$ cat src/rtl/chan_burst_injector.sv
// rtl/chan_burst_injector.sv - LFSR-driven burst error injector for the encoder->decoder channel
// Optional macro CHAN_INJ_STATS_EN builds the saturating error statistics counters.
module chan_burst_injector #(
  parameter int          W      = 2,
  parameter int          RATE_W = 5,
  parameter int          BL_W   = 4,
  parameter logic [31:0] SEED   = 32'hACE1_2468
) (
  input  logic              clk,
  input  logic              rst,
  input  logic              valid_i,
  input  logic [W-1:0]      sym_i,
  input  logic              en_i,
  input  logic [RATE_W-1:0] rate_i,
  input  logic [BL_W-1:0]   burst_len_i,
  input  logic              clr_i,
  output logic              valid_o,
  output logic [W-1:0]      sym_o,
  output logic [W-1:0]      clean_o,
  output logic [W-1:0]      err_mask_o,
  output logic [15:0]       err_bit_ct_o,
  output logic [15:0]       err_evt_ct_o
);

  localparam logic [31:0] TAPS    = 32'h8020_0003;
  localparam logic [31:0] SEED_NZ = (SEED == 32'd0) ? 32'd1 : SEED;

  typedef enum logic {IDLE, BURST} state_t;

  state_t            state;
  logic [BL_W-1:0]   rem;
  logic [31:0]       lfsr;
  logic [W-1:0]      rnd_mask;
  logic [W-1:0]      mask;
  logic [BL_W-1:0]   bl;
  logic              start;
  logic              corrupt;

  // Random fields come from the pre-advance LFSR value; a zero mask would hide an event.
  always_comb begin
    rnd_mask = lfsr[16 +: W];
    if (rnd_mask == '0) rnd_mask[0] = 1'b1;
    start   = (state == IDLE) && valid_i && en_i && (lfsr[RATE_W-1:0] < rate_i);
    corrupt = start || ((state == BURST) && valid_i && en_i);
    mask    = corrupt ? rnd_mask : '0;
    bl      = (burst_len_i == '0) ? BL_W'(1) : burst_len_i;
  end

  always_ff @(posedge clk or negedge rst) begin
    if (!rst) begin
      state      <= IDLE;
      rem        <= '0;
      lfsr       <= SEED_NZ;
      valid_o    <= 1'b0;
      sym_o      <= '0;
      clean_o    <= '0;
      err_mask_o <= '0;
    end else begin
      valid_o <= valid_i;
      if (valid_i) begin
        lfsr       <= {1'b0, lfsr[31:1]} ^ (lfsr[0] ? TAPS : 32'd0);
        sym_o      <= sym_i ^ mask;
        clean_o    <= sym_i;
        err_mask_o <= mask;
      end
      case (state)
        IDLE: begin
          if (start && (bl != BL_W'(1))) begin
            rem   <= bl - BL_W'(1);
            state <= BURST;
          end
        end
        BURST: begin
          // Dropping enable abandons the burst even between symbols.
          if (!en_i) begin
            state <= IDLE;
            rem   <= '0;
          end else if (valid_i) begin
            if (rem == BL_W'(1)) begin
              state <= IDLE;
              rem   <= '0;
            end else begin
              rem <= rem - BL_W'(1);
            end
          end
        end
        default: begin
          state <= IDLE;
          rem   <= '0;
        end
      endcase
    end
  end

`ifdef CHAN_INJ_STATS_EN
  localparam int PC_W = $clog2(W + 1);

  logic [PC_W-1:0] pop;
  logic [16:0]     bit_sum;
  logic [16:0]     evt_sum;

  always_comb begin
    pop = '0;
    for (int i = 0; i < W; i++) pop = pop + PC_W'(mask[i]);
    bit_sum = {1'b0, err_bit_ct_o} + 17'(pop);
    evt_sum = {1'b0, err_evt_ct_o} + 17'd1;
  end

  always_ff @(posedge clk or negedge rst) begin
    if (!rst) begin
      err_bit_ct_o <= '0;
      err_evt_ct_o <= '0;
    end else if (clr_i) begin
      err_bit_ct_o <= '0;
      err_evt_ct_o <= '0;
    end else begin
      if (corrupt) err_bit_ct_o <= bit_sum[16] ? 16'hFFFF : bit_sum[15:0];
      if (start)   err_evt_ct_o <= evt_sum[16] ? 16'hFFFF : evt_sum[15:0];
    end
  end
`else
  logic unused_clr;
  assign unused_clr   = clr_i;
  assign err_bit_ct_o = 16'h0;
  assign err_evt_ct_o = 16'h0;
`endif

endmodule

$ cat config.mk
export PLATFORM = sky130hd
export DESIGN_NAME = chan_burst_injector
export DESIGN_NICKNAME = d
export VERILOG_FILES = /design/src/rtl/chan_burst_injector.sv
export SDC_FILE = /design/constraint.sdc
export NUM_CORES = 1
export LEC_CHECK = 0
export ABC_AREA = 1
export BUFFER_PORTS_ARGS = -buffer_cell sky130_fd_sc_hd__buf_4
export CORE_ASPECT_RATIO = 0.6
export CORE_UTILIZATION = 45
export CTS_CLUSTER_DIAMETER = 60
export DETAILED_ROUTE_END_ITERATION = 10
export MAX_ROUTING_LAYER = met4
export PLACE_DENSITY = 0.71
export SYNTH_ARGS = -nofsm -noshare
export SYNTH_HDL_FRONTEND = slang
export SYNTH_SLANG_ARGS = --single-unit
export TNS_END_PERCENT = 5
$ cat constraint.sdc
create_clock -name clk -period 1.55 [get_ports clk]
set_input_delay 0.0775 -clock clk [delete_from_list [all_inputs] [get_ports clk]]
set_output_delay 0.0775 -clock clk [all_outputs]
set_load 0.02 [all_outputs]
# Word-level counts from Yosys, hierarchy flattened

Cells that the tools add are included.

Input bits: 16
Bits in registers: 44

Add/subtract/negate cells: 2
Bitwise logic cells: 3
Equal/unequal tests: 4
Reduce and logical (&&, ||, !) cells: 10
Magnitude comparators: 1
Mux-type cells: 14

Operators by type and width:

| kind                | number |
|---|---|
| $mux 32             | 1 |
| $xor 31x32->32      | 1 |
| $mux 4              | 5 |
| $pmux 4 s2          | 1 |
| $sub 4x1->4 const B | 2 |
| $logic_and 1x1->1   | 6 |
| $lt 5x5->1          | 1 |
| $mux 1              | 5 |
| $eq 4x1->1 const B  | 1 |
| $logic_not 4->1     | 1 |
| $ne 4x1->1 const B  | 1 |
| $ne 3x3->1 const B  | 1 |
| $logic_not 2->1     | 1 |
| $mux 2              | 1 |
| $ne 2x1->1 const B  | 1 |
| $pmux 1 s2          | 1 |
| $reduce_and 2->1    | 1 |
| $xor 2x2->2         | 1 |
| $logic_or 1x1->1    | 1 |
| $not 1->1           | 1 |

# Logic depth before layout (Yosys ltp)

Gate-level depths: netlist (run 1).

Depth in word-level cells: 7
Mapped depth: 10
Mapped depth without buffers: 10

# Least setup slack after synthesis (run 1)

Ideal clock, no wire load.

Path type: register to register
From: register lfsr[3]
To: register sym_o[1]
Stages on the path, launching flop included: 10
Setup slack: 0.198 ns
Arrival time: 1.235 ns
Path buffers: 0
Data required time: 1.434 ns
Period minus slack after synthesis: 1.352 ns
Cell sequence: dfstp_2 -> ha_1 -> nand2_1 -> inv_1 -> nand2_2 -> nand3_2 -> nand2_2 -> nand2_1 -> nand2_1 -> nand2_1

Cells in the longest elaborated chain, start to end: 5

RTL lines:

| element                | RTL line | source |
|---|---|---|
| start, declared        | 32       | `logic [31:0] lfsr;` |
| start signal, assigned | 61       | `lfsr <= {1'b0, lfsr[31:1]} ^ (lfsr[0] ? TAPS : 32'd0);` |
| $lt 5x5->1             | 43       | `start = (state == IDLE) && valid_i && en_i && (lfsr[RATE_W-1:0] < rate_i);` |
| $logic_and 1x1->1      | 43       |  |
| $logic_or 1x1->1       | 44       | `corrupt = start \|\| ((state == BURST) && valid_i && en_i);` |
| $mux 2                 | 45       | `mask = corrupt ? rnd_mask : '0;` |
| $xor 2x2->2            | 62       | `sym_o <= sym_i ^ mask;` |
| end signal, assigned   | 62       |  |
| end, declared          | 18       | `output logic [W-1:0] sym_o,` |

No other way between the ends.
A chain may end at the register's enable or synchronous reset.

# Worst setup path in the final report (run 1)

From: register lfsr[3]
To: register sym_o[0]

The elaborated chain is that of the path after synthesis.

==> results_dict.tcl, run 1 <==
set metrics [dict create \
    rows 19 \
    netlist_instances 283 \
    io_pins 55 \
    insertion_delay_ns 0.29 \
    synthMuxAreaShare_pct 0 \
    vias 1585 \
    start_util_pct 48.8 \
    die_area_um2 5450 \
    grt_pass1_vias 1406 \
    r2r_cells 9 \
    antenna_cells 0 \
    fin_cells 371 \
    cts.clk_slew.worst_paths_ns 0.08 \
    numPortBuffers 21 \
    rrSetupSlack_ns 0.1 \
    synth-edff-count 0 \
    synth_top_flop_cell "dfrtp_1" \
    htree_levels 2 \
    syn_avg_cell_area_um2 8.19 \
    worst_hold_path_type "in -> reg" \
    fmax_mhz 688 \
    cts_sinks 44 \
    synth_simple_gate_area_share_pct 26.4 \
    route.detailed.drc 0 \
    start_kind "flip-flop" \
    fillCellCount 466 \
    dp_cells 360 \
    rr_startpoint "lfsr[3]" \
    synth_top_family_by_area "simple AND/OR/NAND/NOR gates" \
    slew_headroom_pct 63.9 \
    first_pass_iters 4 \
    hpwl_um 2630 \
    synth.yosys.seq_area_share_pct 48.2 \
    p_leak_nw 1.41 \
    multi_input_area_um2 973 \
    endpoint "sym_o[0]" \
    vias_per_cell 4.27 \
    hold_viol 0 \
    ant_nets 0 \
    yosys_warnings 0 \
    r2r-end "sym_o[0]" \
    final_util_pct 53.7 \
    fp.dieH_um 57.6 \
    yosysTopAreaCellShare_pct 33.5 \
    path_class "reg -> reg" \
    skew_ns 0.00675 \
    cap_violations 0 \
    wirelength_um 3740 \
    mappedNetlistArea_um2 2320 \
    worst_slew_pin_slew_ns 0.541 \
    drtIter0Drc 60 \
    holdWs_ns 0.0330 \
    finalCritPeriodShare_pct 93.8 \
    grt_usage_pct 15.5 \
    yosys.cell_count.top_type "nand2_1" \
    endpoint_kind "flip-flop" \
    drive_above_1_share_pct 19.8 \
    synth-seq-cells 44 \
    setup_viol 0 \
    yosys-top-cells-count "nand2_1, buf_4, dfrtp_1" \
    cts_buffers 5 \
    ys_types 23 \
    core_um2 4750 \
    yosys.area.top_type "dfrtp_1" \
    startpoint "lfsr[3]" \
    place_congestion 0.781 \
    antenna_found_initial 0 \
    synth_xor_area_share_pct 1.89 \
    seq_area_um2 1120 \
    synthTopCellsByArea "dfrtp_1, nand2_1, dfstp_2, buf_4, ha_1" \
    vdd_drop_max_mv 0.649 \
    grt_max_degree 45 \
    area_growth_pct 10.1 \
    min_period_ns 1.45 \
    drv_slew 0 \
    powerDensity_nw_per_um2 1340 \
    cts_tree "built" \
    outcome "finished clean" \
    synth-compound-area-share_pct 3.08 \
    min_from "sym_i[0]" \
    fp.dieW_um 94.7 \
    synthArstFlopShare_pct 100 \
    wl_per_cell_um 10.1 \
    critPathMaxFanout 4 \
    setup_tns_ns 0 \
    cts_root_buf "clkbuf_8" \
    grt_pass1_wl_um 6240 \
    cp.arrival_ns 1.64 \
    fin_nets 331 \
    synthAdderAreaFrac_pct 4.32 \
    cp.required_ns 1.73 \
    grt.overflow.total 0 \
    clockBufferDepth 2 \
]
==> registers in the layout, summed over array words and instances (netlist names) <==
signal and cells:
clean_o 2, err_mask_o 2, lfsr 32, rem 4, state 1, sym_o 2, valid_o 1
==> cell type report <==
type	instances	share of cell area (%)
Sequential cell	44	43.8
Multi-Input combinational cell	206	38.1
Timing Repair Buffer	26	7.84
Inverter	24	3.53
Clock buffer	6	3.24
Tap cell	63	3.09
Clock inverter	2	0.392
==> metal layers <==
metal  up-vias  track usage, %  wire length (um)
met5         -               -                 0
met4         0            3.25                 0
met3         0            4.80               131
met2        25            20.8              1560
met1       723            22.7              2050
li1        837               -                 -
==> metrics by stage <==
| step | power, W | setup WS [ns] | cell area [um^2] |
|---|---|---|---|
| floorplan | 0.00247 | 0.198 | 2430 |
| global placement | 0.00265 | 0.0820 | 2410 |
| detailed placement | 0.00268 | 0.0525 | 2410 |
| CTS | 0.00342 | 0.0380 | 2520 |
| global route | 0.00367 | -0.00369 | 2550 |
| finish | 0.00341 | 0.0959 | 2550 |
==> power breakdown <==
| part | switching [W] | total, W | internal (W) | leakage [nW] |
|---|---|---|---|---|
| combinational | 0.000575 | 0.000956 | 0.000381 | 0.827 |
| clock | 0.000371 | 0.000727 | 0.000356 | 0.0510 |
| sequential | 0.000220 | 0.00173 | 0.00151 | 0.534 |
| total | 0.00117 | 0.00341 | 0.00225 | 1.41 |
==> critical path, stage by stage, from the launching register on <==
cell	delay, ns
dfstp_2	0.54
ha_1	0.23
nand2_2	0.07
inv_1	0.04
nand2_2	0.09
nand3_2	0.11
nand2_4	0.09
nand2_1	0.07
nand2_1	0.06
nand2_1	0.04
==> logic make-up (layout without fill, tap and decap cells) <==
kind of cell	count (synthesis)	in the layout
flip-flops	44	44
AND/OR/NAND/NOR	148	148
buffers and inverters	64	58
XOR/XNOR	5	5
AO/OA/AOI/OAI	13	13
other	1	32
adder cells (fa/ha/maj)	8	8
==> how the worst min path moves through the flow <==
| stage | to | slack (ns) | cells after the start |
|---|---|---|---|
| 2_1_floorplan | clean_o[0] | -0.22 | 0 |
| 3_3_place_gp | lfsr[1] | 0.1 | 1 |
| 3_5_place_dp | lfsr[2] | 0.11 | 1 |
| 4_1_cts | clean_o[0] | 0.02 | 3 |
| 5_1_grt | clean_o[0] | 0.04 | 3 |
| 6_report | clean_o[0] | 0.03 | 3 |
==> timing repair <==
action,CTS,global route
hold buffers,2,0
resized for setup,0,5
hold endpoints to repair,32,0
buffers inserted,0,1
endpoints found under the setup margin,0,5
==> placed cells by master, fill, tap and decap left out, drive strengths merged <==
master / instances
dfrtp: 31
nor2: 6
nand4: 1
nand3: 10
dlygate4sd3: 2
clkinv: 2
conb: 32
ha: 8
xnor2: 4
dfstp: 13
inv: 24
buf: 24
o21ai: 9
nand2: 131
xor2: 1
clkbuf: 6
o22ai: 3
o31ai: 1
Note: power is estimated with default switching activity, not from simulation.
==> run 2: changes to the inputs <==
--- a/config.mk
+++ b/config.mk
@@ -12,7 +12,7 @@
 export CTS_CLUSTER_DIAMETER = 60
 export DETAILED_ROUTE_END_ITERATION = 10
 export MAX_ROUTING_LAYER = met4
-export PLACE_DENSITY = 0.71
+export PLACE_DENSITY = 0.69
 export SYNTH_ARGS = -nofsm -noshare
 export SYNTH_HDL_FRONTEND = slang
 export SYNTH_SLANG_ARGS = --single-unit
==> run 2 against run 1 <==
Net effect: critical endpoint is now rem[1]; critical path depth fell by 1; largest cell class unchanged; final cell count fell by 0.27%; wire length rose by 6.2%.
==> results_dict.tcl, run 2 (synthesis gave the netlist of run 1 again) <==
set metrics [dict create \
    endpoint_kind "flip-flop" \
    cp.arrival_ns 1.70 \
    wirelength_um 3970 \
    worst_slew_pin_slew_ns 0.548 \
    wl_per_cell_um 10.7 \
    cp.required_ns 1.78 \
    cts_root_buf "clkbuf_8" \
    io_pins 55 \
    final_util_pct 54.2 \
    skew_ns 0.00542 \
    seq_area_um2 1120 \
    clockBufferDepth 2 \
    critPathMaxFanout 6 \
    powerDensity_nw_per_um2 1420 \
    route.detailed.drc 0 \
    area_growth_pct 11.2 \
    drtIter0Drc 64 \
    start_kind "flip-flop" \
    core_um2 4750 \
    hold_viol 0 \
    fp.dieW_um 94.7 \
    min_period_ns 1.47 \
    grt_pass1_vias 1379 \
    reg.largest.list "lfsr: 32 flops, rem: 4 flops" \
    multi_input_area_um2 976 \
    drive_above_1_share_pct 19.2 \
    vias 1554 \
    p_leak_nw 1.42 \
    final_cell_mix "nand2_1, conb_1, dfrtp_1, buf_4, inv_1" \
    die_area_um2 5450 \
    setup_viol 0 \
    antenna_cells 0 \
    largest_register "lfsr" \
    cap_violations 0 \
    outcome "finished clean" \
    start_util_pct 48.8 \
    setup_tns_ns 0 \
    rrSetupSlack_ns 0.08 \
    htree_levels 2 \
    place_congestion 0.828 \
    slew_headroom_pct 63.4 \
    hpwl_um 2760 \
    fmax_mhz 680 \
    cts_sinks 44 \
    layout_commonest_cell "nand2_1" \
    fin_nets 330 \
    grt_max_degree 45 \
    finalCritPeriodShare_pct 94.9 \
    worst_hold_path_type "in -> reg" \
    grt_usage_pct 16.4 \
    grt_pass1_wl_um 6570 \
    fp.dieH_um 57.6 \
    ant_nets 0 \
    vias_per_cell 4.20 \
    cts.clk_slew.worst_paths_ns 0.08 \
    cts_buffers 5 \
    insertion_delay_ns 0.29 \
    largest_register_ffs 32 \
    cts_tree "built" \
    antenna_found_initial 0 \
    drv_slew 0 \
    fillCellCount 472 \
    rsz0062_at_grt "no" \
    rows 19 \
    path_class "reg -> reg" \
    vdd_drop_max_mv 0.822 \
    first_pass_iters 4 \
    grt.overflow.total 0 \
    numPortBuffers 21 \
]
-- run 2: path summary, 6_finish.rpt --
check / from / end / depth (start not counted)
max in group asynchronous: rst / lfsr[10] / 2
worst max-delay path: lfsr[3] / rem[1] / 8
worst min-delay path: sym_i[1] / clean_o[1] / 3
min in group asynchronous: rst / lfsr[1] / 2
worst min register to register: lfsr[23] / lfsr[22] / 2
worst max register to register: lfsr[3] / rem[1] / 8
-- run 2: critical path, stage by stage (launching register included) --
cell     delay (ns)
dfstp_2        0.55
ha_1           0.23
nand2_2        0.06
inv_1          0.04
nand2_2        0.11
nand4_4        0.18
nand2_4        0.11
nand2_1        0.05
nand2_1        0.06
-- run 2: through the flow --
step	worst slack (ns)	hold slack, ns	total power [W]	instance area (um^2)	instances
2_1_floorplan	0.198	-0.218	0.00247	2430	314
3_3_place_gp	0.103	0.101	0.00265	2410	360
3_5_place_dp	0.0839	0.101	0.00269	2410	360
4_1_cts	0.0722	0.0256	0.00365	2540	369
5_1_grt	0.000414	0.0404	0.00391	2580	370
6_report	0.0792	0.0283	0.00366	2580	370
-- run 2: layer usage --
metal  GRT usage [%]  share of wire, %
met5               -                 0
met4            3.25              0.20
met3            5.07               3.4
met2            21.2                41
met1            25.0                55
-- run 2: area by class of cell --
type / count / share of cell area (%)
clock buffer: 7 / 3.74
clock inverter: 1 / 1.16
inverter: 24 / 3.49
timing repair buffer: 25 / 7.38
sequential: 44 / 43.3
multi-input combinational: 206 / 37.8
tap: 63 / 3.06
-- run 2: timing repair --
action	CTS	global route
endpoints found under the hold margin	31	0
setup endpoints to repair	0	3
resized for setup	0	4
hold buffers	1	0
buffers inserted	0	1
-- run 2: report_power, final --
group          leakage, nW  switching [W]  internal (W)
Clock               0.0645       0.000388      0.000569
Combinational        0.823       0.000581      0.000380
Sequential           0.534       0.000226       0.00151
